## config.mk

```make
export PLATFORM = sky130hd
export DESIGN_NAME = procn
export DESIGN_NICKNAME = d
export VERILOG_FILES = /design/src/rtl/procn.sv
export SDC_FILE = /design/constraint.sdc
export NUM_CORES = 1
export LEC_CHECK = 0
export BUFFER_PORTS_ARGS = -buffer_cell sky130_fd_sc_hd__buf_4
export CAP_MARGIN = 10
export CORE_UTILIZATION = 60
export CTS_CLUSTER_DIAMETER = 80
export DETAILED_ROUTE_END_ITERATION = 6
export PLACE_DENSITY = 0.89
export SYNTH_ARGS = -nofsm -noshare
export SYNTH_HDL_FRONTEND = slang
export SYNTH_SLANG_ARGS = --single-unit
```

## constraint.sdc

```tcl
create_clock -name Clock -period 6.26 [get_ports Clock]
set_clock_uncertainty 0.2 [all_clocks]
set_input_delay 0.626 -clock Clock [delete_from_list [all_inputs] [get_ports Clock]]
set_output_delay 0.626 -clock Clock [all_outputs]
set_load 0.05 [all_outputs]
```

## src/rtl/procn.sv

```systemverilog
// procn -- parametrised multi-cycle bus processor.
//
// N-bit datapath, eight general registers R0..R7, one shared bus, an
// accumulator-style A/G pair around the ALU and registered Z/Neg/C flags.
// Instruction words arrive on DIN and are accepted in T0 when Run is high.
// Sequencing and instruction memory are external.
//
// Ports
//   Clock     in   rising-edge clock
//   Reset     in   asynchronous, active-high; clears every register and flag
//   DIN       in   N  instruction word, sampled in T0 when Run=1
//   Run       in   start request, looked at only in T0
//   DbgSel    in   3  register select for DbgData
//   Done      out  pulse in the final step of a legal instruction
//   Err       out  pulse in T1 of an illegal (111) opcode
//   Busy      out  high in every step except T0
//   Z/Neg/C   out  status flags
//   DbgData   out  N  R[DbgSel], combinational
//   BusWires  out  N  internal bus, observation only
module procn #(
    parameter int N = 16
) (
    input  logic         Clock,
    input  logic         Reset,
    input  logic [N-1:0] DIN,
    input  logic         Run,
    input  logic [2:0]   DbgSel,
    output logic         Done,
    output logic         Err,
    output logic         Busy,
    output logic         Z,
    output logic         Neg,
    output logic         C,
    output logic [N-1:0] DbgData,
    output logic [N-1:0] BusWires
);

    typedef enum logic [1:0] {T0, T1, T2, T3} state_t;

    localparam logic [2:0] OP_MV  = 3'b000;
    localparam logic [2:0] OP_MVT = 3'b001;
    localparam logic [2:0] OP_ADD = 3'b010;
    localparam logic [2:0] OP_SUB = 3'b011;
    localparam logic [2:0] OP_AND = 3'b100;
    localparam logic [2:0] OP_XOR = 3'b101;
    localparam logic [2:0] OP_CMP = 3'b110;
    localparam logic [2:0] OP_ILL = 3'b111;

    state_t       state_q, state_d;
    logic [N-1:0] ir_q, ir_d;
    logic [N-1:0] a_q, a_d;
    logic [N-1:0] g_q, g_d;
    logic [N-1:0] r_q [8];
    logic [N-1:0] r_d [8];
    logic         z_q, z_d, neg_q, neg_d, c_q, c_d;

    // Instruction fields
    logic [2:0]   iii, rx, ry;
    logic         m;
    logic [N-1:0] d_ext, mvt_val, op2;

    assign iii     = ir_q[N-1:N-3];
    assign m       = ir_q[N-4];
    assign rx      = ir_q[N-5:N-7];
    assign ry      = ir_q[2:0];
    assign d_ext   = {7'b0, ir_q[N-8:0]};
    assign mvt_val = {ir_q[7:0], {(N-8){1'b0}}};
    assign op2     = m ? d_ext : r_q[ry];

    // Bus source per step
    logic [N-1:0] bus;

    always_comb begin
        bus = '0;
        unique case (state_q)
            T1: begin
                if (iii == OP_MV)       bus = op2;
                else if (iii == OP_MVT) bus = mvt_val;
                else                    bus = r_q[rx];
            end
            T2:      bus = op2;
            T3:      bus = g_q;
            default: bus = '0;
        endcase
    end

    // ALU: one extra bit so carry (add) and borrow (sub/cmp) fall out of bit N
    logic [N:0]   sum, diff;
    logic [N-1:0] alu_res;
    logic         alu_c;

    always_comb begin
        sum     = {1'b0, a_q} + {1'b0, bus};
        diff    = {1'b0, a_q} - {1'b0, bus};
        alu_res = '0;
        alu_c   = 1'b0;
        unique case (iii)
            OP_ADD:         begin alu_res = sum[N-1:0];  alu_c = sum[N];  end
            OP_SUB, OP_CMP: begin alu_res = diff[N-1:0]; alu_c = diff[N]; end
            OP_AND:         alu_res = a_q & bus;
            OP_XOR:         alu_res = a_q ^ bus;
            default:        alu_res = '0;
        endcase
    end

    // Next-state / datapath control
    always_comb begin
        state_d = state_q;
        ir_d    = ir_q;
        a_d     = a_q;
        g_d     = g_q;
        r_d     = r_q;
        z_d     = z_q;
        neg_d   = neg_q;
        c_d     = c_q;
        unique case (state_q)
            T0: begin
                if (Run) begin
                    ir_d    = DIN;
                    state_d = T1;
                end
            end
            T1: begin
                if (iii == OP_MV || iii == OP_MVT) begin
                    r_d[rx] = bus;
                    state_d = T0;
                end else if (iii == OP_ILL) begin
                    state_d = T0;
                end else begin
                    a_d     = bus;
                    state_d = T2;
                end
            end
            T2: begin
                g_d     = alu_res;
                z_d     = (alu_res == '0);
                neg_d   = alu_res[N-1];
                c_d     = alu_c;
                state_d = (iii == OP_CMP) ? T0 : T3;
            end
            T3: begin
                r_d[rx] = bus;
                state_d = T0;
            end
            default: state_d = T0;
        endcase
    end

    always_ff @(posedge Clock or posedge Reset) begin
        if (Reset) begin
            state_q <= T0;
            ir_q    <= '0;
            a_q     <= '0;
            g_q     <= '0;
            z_q     <= 1'b0;
            neg_q   <= 1'b0;
            c_q     <= 1'b0;
            for (int i = 0; i < 8; i++) r_q[i] <= '0;
        end else begin
            state_q <= state_d;
            ir_q    <= ir_d;
            a_q     <= a_d;
            g_q     <= g_d;
            z_q     <= z_d;
            neg_q   <= neg_d;
            c_q     <= c_d;
            r_q     <= r_d;
        end
    end

    // Moore outputs decoded from state and IR
    assign Done = ((state_q == T1) && (iii == OP_MV || iii == OP_MVT)) ||
                  ((state_q == T2) && (iii == OP_CMP)) ||
                  (state_q == T3);
    assign Err      = (state_q == T1) && (iii == OP_ILL);
    assign Busy     = (state_q != T0);
    assign Z        = z_q;
    assign Neg      = neg_q;
    assign C        = c_q;
    assign DbgData  = r_q[DbgSel];
    assign BusWires = bus;

endmodule

```

# [After elaboration in Yosys (flattened, before gate mapping)]
# Index checks and enable logic that the tools add are counted.
[totals] reg_bits=181 latch_bits=0 ramBits=0 romBits=0 input_bits=22 word_cells=81 n_memories=0
[op_classes] addsub=2 mul=0 div=0 order_cmp=4 eq_ne=12 shift=0 mux=25 bitwise_logic=7 reduce_logical=16
[ops] op="128-bit case mux with 2 select lines" count=1
[ops] op="16-bit two-way mux" count=10
[ops] op="16-bit binary-select mux with 3-bit select" count=3
[ops] op="128-bit bitwise mux" count=1
[ops] op="128-bit two-way mux" count=1
[ops] op="16-bit case mux with 4 select lines" count=1
[ops] op="16-bit demux with 3-bit select" count=1
[ops] op="16-bit case mux with 3 select lines" count=1
[ops] op="16-bit by 16-bit adder with 17-bit output" count=1
[ops] op="16-bit by 16-bit subtractor with 17-bit output" count=1
[ops] op="16-bit AND" count=1
[ops] op="16-bit logical NOT" count=1
[ops] op="16-bit bitwise XOR" count=1
[ops] op="3-bit equality test, second input constant" count=4
[ops] op="4-bit greater-or-equal comparator, second input constant" count=3
[ops] op="3-bit inverter with 4-bit output" count=3
[ops] op="2-bit two-way mux" count=4
[ops] op="2-bit case mux with 4 select lines" count=1
[ops] op="3-bit by 2-bit equality test with 1-bit output, second input constant" count=2
[ops] op="2-bit equality test, second input constant" count=2
[ops] op="1-bit logical AND" count=4
[ops] op="4-bit by 1-bit less-than comparator with 1-bit output, second input constant" count=1
[ops] op="2-bit != test, second input constant" count=2
[ops] op="2-bit AND reduction" count=2
[ops] op="other kinds (10)" count=14

# [Depth between registers and ports, before layout]
# Gate-level depths: netlist of the first run.
[depth] ltp_word=10 ltp_mapped=22

# [Least setup slack after synthesis of the first run]
# Ideal clock, no wire load.
[synth_timing] path_kind="reg-to-reg" start="register ir_q[0]" end="register z_q, in the netlist Z" setup_time_ns=0.067 arrival_time_ns=5.480 required_ns=5.993 slack_ns=0.513 path_stages_with_launch=20 path_cell_list="dfrtp_1 buf_2 buf_4 buf_2 nor2_1 a211oi_1 a21oi_1 o21ai_0 clkinv_1 ha_1 clkbuf_1 nor4_1 o21ai_0 and4bb_1 xnor2_1 a211o_1 nor3_2 nand4_1 nor3_2 a32o_2"
[synth_between] elab_chain_cells=10 elab_cells_between_ends=14 cone_classes="2 x add/sub; 8 x mux; 3 x bitwise; 1 x reduce/logical"
[synth_rtl] element="from (decl)" line="50" rtl="logic [N-1:0] ir_q, ir_d;"
[synth_rtl] element="from (signal assigned)" line="161" rtl="ir_q <= ir_d;"
[synth_rtl] element="3-bit inverter with 4-bit output (implied by the code)" line="68" rtl="assign op2 = m ? d_ext : r_q[ry];"
[synth_rtl] element="16-bit binary-select mux with 3-bit select" line="68"
[synth_rtl] element="16-bit two-way mux (implied by the code) (2 in series)" line="68"
[synth_rtl] element="16-bit two-way mux" line="68"
[synth_rtl] element="16-bit two-way mux" line="77" rtl="if (iii == OP_MV) bus = op2;"
[synth_rtl] element="16-bit case mux with 3 select lines *" line="75" rtl="unique case (state_q)"
[synth_rtl] element="net BusWires[8]" line="35" rtl="output logic [N-1:0] BusWires"
[synth_rtl] element="16-bit by 16-bit subtractor with 17-bit output, or another cell as far along" line="94" rtl="diff = {1'b0, a_q} - {1'b0, bus};"
[synth_rtl] element="16-bit case mux with 4 select lines *" line="97" rtl="unique case (iii)"
[synth_rtl] element="16-bit logical NOT *" line="136" rtl="z_d = (alu_res == '0);"
[synth_rtl] element="to (signal assigned)" line="164" rtl="z_q <= z_d;"
[synth_rtl] element="to (decl)" line="55" rtl="logic z_q, z_d, neg_q, neg_d, c_q, c_d;"
# Mark *: on every way through the listed nets, which the timed path passes. The rest lies on a longest branch. The select of a mux whose other input is x is not followed.
# A chain may end at the register's enable or synchronous reset.

# [Final worst setup path of the first run]
[layout_timing] start="register ir_q[11]" end="register z_q, in the netlist Z"
[layout_between] elab_chain_cells=10 elab_cells_between_ends=13 cone_classes="2 x add/sub; 7 x mux; 3 x bitwise; 1 x reduce/logical"
[layout_rtl] element="3-bit inverter with 4-bit output (implied by the code) *" line="79" rtl="else bus = r_q[rx];"
[layout_rtl] element="16-bit binary-select mux with 3-bit select *" line="79"
[layout_rtl] element="16-bit two-way mux (implied by the code) * (2 in series)" line="79"
[layout_rtl] element="16-bit two-way mux *" line="78" rtl="else if (iii == OP_MVT) bus = mvt_val;"
[layout_rtl] element="16-bit two-way mux *" line="77"
[layout_rtl] element="16-bit case mux with 3 select lines *" line="75"
[layout_rtl] element="16-bit by 16-bit subtractor with 17-bit output, or another cell as far along" line="94"
[layout_rtl] element="16-bit case mux with 4 select lines *" line="97"
[layout_rtl] element="16-bit logical NOT *" line="136"
# Every way passes the cells marked *; elsewhere a longest branch is shown, timed or not. The select of a mux whose other input is x is not followed.

==> impl_metrics.tcl, run 1 <==
set metrics [dict create \
    power_leakage_nw 5.87 \
    drive_gt1_frac 0.230 \
    start_util 0.614 \
    synthArstFlopShare 1.00 \
    hold_viol 0 \
    syn_area_per_cell_um2 9.88 \
    startpoint_type "register" \
    worst_slew_margin_rel 0.156 \
    yosysTopAreaCell "dfrtp_1" \
    grt.met2_usage 0.572 \
    dr.pass1.iters 6 \
    ir_drop_uv 362 \
    cts_tree "yes" \
    drc_errors 0 \
    drv_slew 0 \
    cpMaxStageDelayCell "dfrtp_1" \
    synth_top_cell_area_share 0.361 \
    clock-sinks 180 \
    synth_fa_ha_area_frac 0.0383 \
    fmax_ghz 0.175 \
    cp.arrival_ps 5900 \
    globalplace.congestion 0.962 \
    fin_setup_tns_ps 0 \
    synth.area.mux_share 0.236 \
    syn_to_final_growth_pct 9.67 \
    detail-route-antenna-nets 0 \
    use_met3 0.0713 \
    met1_usage 0.495 \
    syn_nets 1320 \
    stdcell_count 1546 \
    gr-total-overflow 0 \
    placed_cells 1512 \
    clock_latency_ps 450 \
    avgViaCountPerCell 7.09 \
    finalCritPeriodShare 0.912 \
    synth_cells 1261 \
    drtIter0Drc 1510 \
    coreArea_mm2 0.0203 \
    ys_seq_area_frac 0.361 \
    wl_per_cell_um 24.7 \
    routed_wl_mm 38.2 \
    cp-end-kind "register" \
    synth_area_mm2 0.0125 \
    cts_hold_buf 0 \
    root_buffer "clkbuf_16" \
    yosysUniqueCellTypes 85 \
    period_minus_slack_ps 5710 \
    ys_ff_latch 180 \
    power_mw 8.52 \
    dpl.hpwl_mm 26.4 \
    fin_nets 1322 \
    hold_path.class "input port to async pin" \
    synth-edff-count 0 \
    grt-busiest-layer "met2" \
    cts_resized 0 \
    yosysWarnings 0 \
    synth_top_family_by_area "multiplexers" \
    io_pins 60 \
    path_class "register to register" \
    io_buffer_count 59 \
    ys.flop_type "dfrtp_1" \
    rows 52 \
    outcome "finished, final reports clean" \
    path_max_fanout 20 \
    diodes 0 \
    cts-buffers-inserted 17 \
    maxCapViolCount 0 \
    clk_pin_slew_worst_paths_ps 80 \
    grt_usage 0.369 \
    die-area_mm2 0.0214 \
    synth_area_leaders "dfrtp_1 36%, mux4_2 14%, o21ai_0 6.3%" \
    die_h_um 146 \
    critPathMaxStageDelay_ps 690 \
    cts_setup_buffers 0 \
    grt_max_degree 68 \
    htreeDepth 4 \
    vias 11000 \
    antenna_found_initial 0 \
    p_per_area_mw_per_mm2 623 \
    rsz0062_at_grt "false" \
    grt_pass1_wl_mm 60.4 \
    clockBufferDepth 2 \
    crit_chain "buf_4, and2_1, a22o_1, a221oi_1, o22ai_1, a22o_1, clkinv_1, ha_1, nor3_1, a211oi_1, mux2_2, nor4_1, o2111ai_1, nor3_2, nand4_1, nor3_2, a32o_2" \
    grt_pass1_vias 10700 \
    worst_pin_slew_ps 1260 \
    required_ps 6450 \
    die_w_um 146 \
    synth-xor-area-share 0.00984 \
    yosys.area_share.simple 0.128 \
    setup_violations 0 \
    synth_compound_area_frac 0.180 \
]
## worst paths after layout
kind                                      start                    to  slack (ps)  cells past startpoint
setup / recovery           ir_q[11]$_DFFE_PP0P_         Z$_DFFE_PP0N_         550                     17
hold / removal                            Reset   r_q[61]$_DFFE_PP0P_          10                      2
setup reg to reg           ir_q[11]$_DFFE_PP0P_         Z$_DFFE_PP0N_         550                     17
hold reg to reg              g_q[9]$_DFFE_PP0N_    g_q[9]$_DFFE_PP0N_         290                      2
max in group asynchronous                 Reset   ir_q[0]$_DFFE_PP0P_        4560                      3
min in group Clock                      DIN[13]  ir_q[13]$_DFFE_PP0P_         180                      3
## worst max-delay path: cells and delay by family (launching register included)
family	cells	cell delay, ps
mux	1	370
simple gates	6	1540
compound gates	7	1540
buf+inv	2	710
fa+ha+maj	1	590
flops	1	690
## synth_stat cells (4+ instances only)
cell      number
ha_1          35
and2_1         5
a21o_1         4
a221oi_1      11
mux2i_1       43
a22oi_1        8
o22ai_1       18
a21oi_1       57
nor4_1         4
o211ai_1       5
xnor2_1        6
nand2_1      190
mux2_2        63
a211oi_1       9
o21ai_0      157
a22o_1         8
clkbuf_1      63
o21a_1         8
inv_2          4
buf_1         12
or2_2          4
clkinv_1       6
nand2b_1      10
nor2b_1       13
o31ai_1       13
xor2_1         8
buf_2         25
nand3b_1       4
inv_1         26
nor2_1        68
nand3_1       14
mux4_2        80
nor3_1        14
dfrtp_1      180
## power breakdown
group          internal, mW  switching (mW)
Sequential             1.58           0.703
Clock                 0.541           0.559
Combinational          2.05            3.09
## per-layer routing
metal  routed length (um)  vias to the layer above  part of all wire
li1                     -                     4649                 -
met1                14200                     5289              0.37
met2                17700                      852              0.46
met3                 4250                      177              0.11
met4                 2110                        0             0.055
met5                    0                        -                 0
## cells in the final DEF, fill, tap and decap left out, types with 17 or more instances in the layout
master / n
ha_1: 35
clkbuf_16: 17
mux2i_1: 43
inv_1: 25
buf_4: 86
o22ai_1: 18
mux4_2: 80
a21oi_1: 57
dfrtp_1: 179
nand2_1: 190
mux2_2: 63
nor2_1: 68
o21ai_0: 157
## metrics by stage
stage,instance area (um2),hold WS [ps],setup slack [ps],utilization
floorplan,12500,240,513,-
global placement,13000,265,735,0.641
detailed placement,13000,266,746,0.641
CTS,13600,25.6,636,0.671
global route,13700,33.8,220,0.673
finish,13700,10.5,549,0.673
## sequential cells by signal, summed over array words and instances (netlist names)
register / cells
r_q: 128
a_q: 16
g_q: 16
ir_q: 16
state_q: 2
C: 1
Z: 1
## cell type report
class	instances	area, um2
timing repair buffer	88	701
clock buffer	17	425
fill	1537	6630
multi-input combinational	940	7370
inverter	36	140
tap	270	338
clock inverter	15	186
sequential	180	4510
## logic make-up (layout without fill, tap and decap cells)
group / Yosys count / after routing
xor gates and xnor gates: 14 / 14
adders and majority gates: 37 / 37
muxes: 186 / 186
buffers and inverters: 141 / 156
AOI/OAI and AO/OA: 350 / 350
DFF: 180 / 180
and+or+nand+nor: 353 / 353
Note: power is estimated with default switching activity, not from simulation.
==> run 2, diff against run 1 <==
Settings changed: BUFFER_PORTS_ARGS -buffer_cell sky130_fd_sc_hd__buf_4 to unset, DONT_BUFFER_PORTS set to 1, PLACE_DENSITY 0.89 to 0.79.
==> impl_metrics.tcl, run 2 (synthesized netlist as in run 1, its figures left out) <==
set metrics [dict create \
    outcome "finished with violations" \
    violations "design-rule violations" \
    drtIter0Drc 1293 \
    rows 52 \
    cts_tree "yes" \
    maxCapViolCount 0 \
    drv_slew 0 \
    diodes 0 \
    globalplace.congestion 0.963 \
    grt_pass1_vias 10200 \
    die_w_um 146 \
    clock_latency_ps 450 \
    holdWs_ps 69.5 \
    io_pins 60 \
    root_buffer "clkbuf_16" \
    detail-route-antenna-nets 0 \
    r2r_start "ir_q[11]$_DFFE_PP0P_" \
    cts_hold_buf 0 \
    die_h_um 146 \
    fillers 1581 \
    period_minus_slack_ps 5970 \
    fin_setup_tns_ps 0 \
    cpMaxStageDelayCell "dfrtp_1" \
    startpoint_type "register" \
    drc_errors 1 \
    die-area_mm2 0.0214 \
    dpl.hpwl_mm 25.7 \
    fin_nets 1282 \
    hold_viol 0 \
    crit_chain "buf_4, mux4_2, mux2i_1, a211oi_1, a21oi_1, o21ai_1, buf_4, clkinv_1, ha_1, nor4_1, o311ai_1, and4bb_1, xnor2_1, a211o_1, nor3_2, nand4_1, nor3_2, a32o_2" \
    cp.arrival_ps 6160 \
    reg2reg_setup_slack_ps 290 \
    ir_drop_uv 456 \
    largest_reg_flops 128 \
    gr-total-overflow 0 \
    required_ps 6450 \
    finalCritPeriodShare 0.954 \
    largest_register "r_q" \
    r2r-end "Z$_DFFE_PP0N_" \
    layout_common_cells "190 x nand2_1, 179 x dfrtp_1, 153 x o21ai_0" \
    placed_cells 1472 \
    power_mw 8.35 \
    path_max_fanout 18 \
    path_class "register to register" \
    critPathMaxStageDelay_ps 910 \
    cts_setup_buffers 0 \
    start_util 0.614 \
    fmax_ghz 0.167 \
    htreeDepth 4 \
    coreArea_mm2 0.0203 \
    io_buffer_count 0 \
    stdcell_count 1506 \
    crit_family "simple AND/OR/NAND/NOR gates" \
    rsz0062_at_grt "false" \
    grt_usage 0.364 \
    cp-end-kind "register" \
    wl_per_cell_um 24.8 \
    routed_wl_mm 37.4 \
    crit_buf_inv 3 \
    grt_pass1_wl_mm 59.0 \
    rr_worst_depth 18 \
    dr.pass1.iters 7 \
    cts-buffers-inserted 17 \
    hold_path.class "input port to async pin" \
    worst_pin_slew_ps 1280 \
    p_per_area_mw_per_mm2 624 \
    vias 10600 \
    layout_commonest_cell "nand2_1" \
    fin_util 0.659 \
    avgViaCountPerCell 7.01 \
    worst_slew_margin_rel 0.143 \
    cts_resized 0 \
    drive_gt1_frac 0.207 \
    setup_violations 0 \
    power_leakage_nw 5.66 \
    clk_pin_slew_worst_paths_ps 80 \
    clockBufferDepth 2 \
    antenna_found_initial 1 \
    syn_to_final_growth_pct 7.25 \
    clock-sinks 180 \
    grt_max_degree 114 \
]
==> run 2: layout make-up <==
class	count	area, um2	area share
flip-flops and latches	180	4510	0.337
inverters	36	140	0.0105
well taps	270	338	0.0253
repair buffers	48	400	0.0300
multi-input cells	940	7390	0.553
clock buffers	17	425	0.0318
clock inverters	15	169	0.0126
==> run 2: worst reg2reg max path: cells and delay by family, from the launching register on <==
kind | cells | cell delay [ps]
AO/OA/AOI/OAI | 6 | 1350
XOR/XNOR | 1 | 120
adder cells (fa/ha/maj) | 1 | 520
buffers and inverters | 3 | 930
flip-flops | 1 | 910
multiplexers | 2 | 300
AND/OR/NAND/NOR | 5 | 1570
==> run 2: power breakdown <==
part           switching [mW]  internal [mW]  total, mW
logic                    3.05           1.96       5.02
clock network           0.547          0.536       1.08
registers               0.673           1.57       2.25
total                    4.27           4.07       8.35
==> run 2: how the worst max path moves through the flow <==
stage | start | endpoint | slack (ps) | cells past startpoint
6_report | ir_q[11]$_DFFE_PP0P_ | Z$_DFFE_PP0N_ | 290 | 18
4_1_cts | ir_q[10]$_DFFE_PP0P_ | Z$_DFFE_PP0N_ | 470 | 17
5_1_grt | ir_q[11]$_DFFE_PP0P_ | Z$_DFFE_PP0N_ | 140 | 18
2_1_floorplan | ir_q[0]$_DFFE_PP0P_ | Z$_DFFE_PP0N_ | 510 | 19
3_3_place_gp | ir_q[11]$_DFFE_PP0P_ | Z$_DFFE_PP0N_ | 650 | 18
3_5_place_dp | ir_q[10]$_DFFE_PP0P_ | Z$_DFFE_PP0N_ | 570 | 17
==> run 2: metrics by stage <==
stage          setup slack (ps)  instance area [um2]
3_3_place_gp                650                12700
5_1_grt                     140                13400
2_1_floorplan               513                12500
4_1_cts                     472                13300
3_5_place_dp                570                12700
6_report                    288                13400
==> run 2: metal layers <==
metal,vias up,GRT usage,wire (um)
met5,-,0,13
li1,4572,-,-
met3,116,0.102,4430
met2,728,0.544,16900
met1,5140,0.499,14600
met4,2,0.161,1530
==> run 3, diff against run 2 <==
Settings changed: CTS_BUF_LIST set to sky130_fd_sc_hd__clkbuf_2.
==> impl_metrics.tcl, run 3 (synthesized netlist as in run 1, its figures left out) <==
set metrics [dict create \
    outcome "finished, final reports clean" \
    largest_reg_flops 128 \
    vias 10600 \
    rr_worst_depth 17 \
    worst_slew_margin_rel 0.129 \
    startpoint_type "register" \
    htreeDepth 4 \
    io_pins 60 \
    globalplace.congestion 0.963 \
    cp.arrival_ps 6500 \
    power_leakage_nw 5.59 \
    cts_tree "yes" \
    cp-end-kind "register" \
    clock-sinks 180 \
    antenna_found_initial 0 \
    dr.pass1.iters 6 \
    drive_gt1_frac 0.204 \
    hold_path.class "input port to register" \
    dpl_cell_area_mm2 0.0127 \
    rows 52 \
    layout_common_cells "190 x nand2_1, 179 x dfrtp_1, 153 x o21ai_0" \
    wl_per_cell_um 24.5 \
    die-area_mm2 0.0214 \
    start_util 0.614 \
    worst_pin_slew_ps 1300 \
    diodes 0 \
    fin_setup_tns_ps 0 \
    fin_util 0.651 \
    r2r_start "ir_q[10]$_DFFE_PP0P_" \
    clk_pin_slew_worst_paths_ps 350 \
    drv_slew 0 \
    detail-route-antenna-nets 0 \
    largest_register "r_q" \
    hold_viol 0 \
    required_ps 6840 \
    gr-total-overflow 0 \
    drc_errors 0 \
    die_w_um 146 \
    layout_commonest_cell "nand2_1" \
    hold-path-endpoint "ir_q[13]$_DFFE_PP0P_" \
    layout_setup_ws_ps 335 \
    period_minus_slack_ps 5920 \
    rsz0062_at_grt "false" \
    cts-buffers-inserted 17 \
    power_mw 7.88 \
    hp-start "Run" \
    dpl.hpwl_mm 25.7 \
    fmax_ghz 0.169 \
    preCtsSetupSlack_ps 570 \
    syn_to_final_growth_pct 5.96 \
    ir_drop_uv 440 \
    setup_violations 0 \
    grt_pass1_wl_mm 58.8 \
    path_max_fanout 20 \
    finalCritPeriodShare 0.946 \
    clockBufferDepth 2 \
    cts_setup_buffers 0 \
    maxCapViolCount 0 \
    design_area_mm2 0.0132 \
    die_h_um 146 \
    root_buffer "clkbuf_2" \
    clock_latency_ps 820 \
    grt_max_degree 114 \
    grt_usage 0.362 \
    r2r-end "Z$_DFFE_PP0N_" \
    p_per_area_mw_per_mm2 597 \
    fin_nets 1300 \
    routed_wl_mm 37.3 \
    reg2reg_setup_slack_ps 340 \
    whs_path_depth 4 \
    io_buffer_count 0 \
    drtIter0Drc 1220 \
    coreArea_mm2 0.0203 \
    grt_pass1_vias 10300 \
    path_class "register to register" \
    avgViaCountPerCell 6.92 \
]
[run 3: timing repair]
action | in CTS | in global routing
hold buffers | 18 | 0
gates resized for setup | 0 | 0
hold endpoints to repair | 128 | 0
[run 3: layout make-up]
type	count	area, um2
multi-input combinational	940	7390
clock buffer	17	85.1
timing repair buffer	66	581
fill	1618	7090
sequential	180	4510
clock inverter	15	169
inverter	36	140
tap	270	338
[run 3: through the flow]
step | hold slack (ps) | instances
after CTS | 132 | 1522
after global placement | 267 | 1472
after detailed placement | 279 | 1472
after global routing | 135 | 1524
after floorplan | 240 | 1261
final | 144 | 1524
[run 3: routing by layer]
metal | global-route usage | vias to the layer above | wire (um)
met5 | 0 | - | 0
met2 | 0.540 | 687 | 16700
met3 | 0.0797 | 119 | 4130
li1 | - | 4605 | -
met4 | 0.166 | 0 | 1600
met1 | 0.507 | 5142 | 14800
[run 3: worst max-delay path, cell delays in order, from the launching register on]
cell and delay, ps:
dfrtp_1 1110, mux4_2 380, mux2i_1 120, o22ai_1 220, nand2_1 70, o21ai_1 90
buf_4 240, clkinv_1 400, ha_1 560, nor4_1 660, o311ai_1 320, and4bb_1 290
xnor2_1 130, a211o_1 340, nor3_2 220, nand4_1 160, nor3_2 210, a32o_2 180
[run 3: worst max path at each step]
stage	depth (start not counted)	endpoint	slack (ps)	from
global route	19	Z$_DFFE_PP0N_	170	ir_q[1]$_DFFE_PP0P_
CTS	17	Z$_DFFE_PP0N_	520	ir_q[10]$_DFFE_PP0P_
finish	17	Z$_DFFE_PP0N_	340	ir_q[10]$_DFFE_PP0P_
detailed placement	17	Z$_DFFE_PP0N_	570	ir_q[10]$_DFFE_PP0P_
global placement	18	Z$_DFFE_PP0N_	650	ir_q[11]$_DFFE_PP0P_
floorplan	19	Z$_DFFE_PP0N_	510	ir_q[0]$_DFFE_PP0P_
[run 3: power breakdown]
group          internal, mW  leakage [nW]  switching, mW
Sequential             1.57          2.41          0.668
Combinational          1.98          3.04           3.04
Clock                 0.135         0.144          0.497
Total                  3.68          5.59           4.20
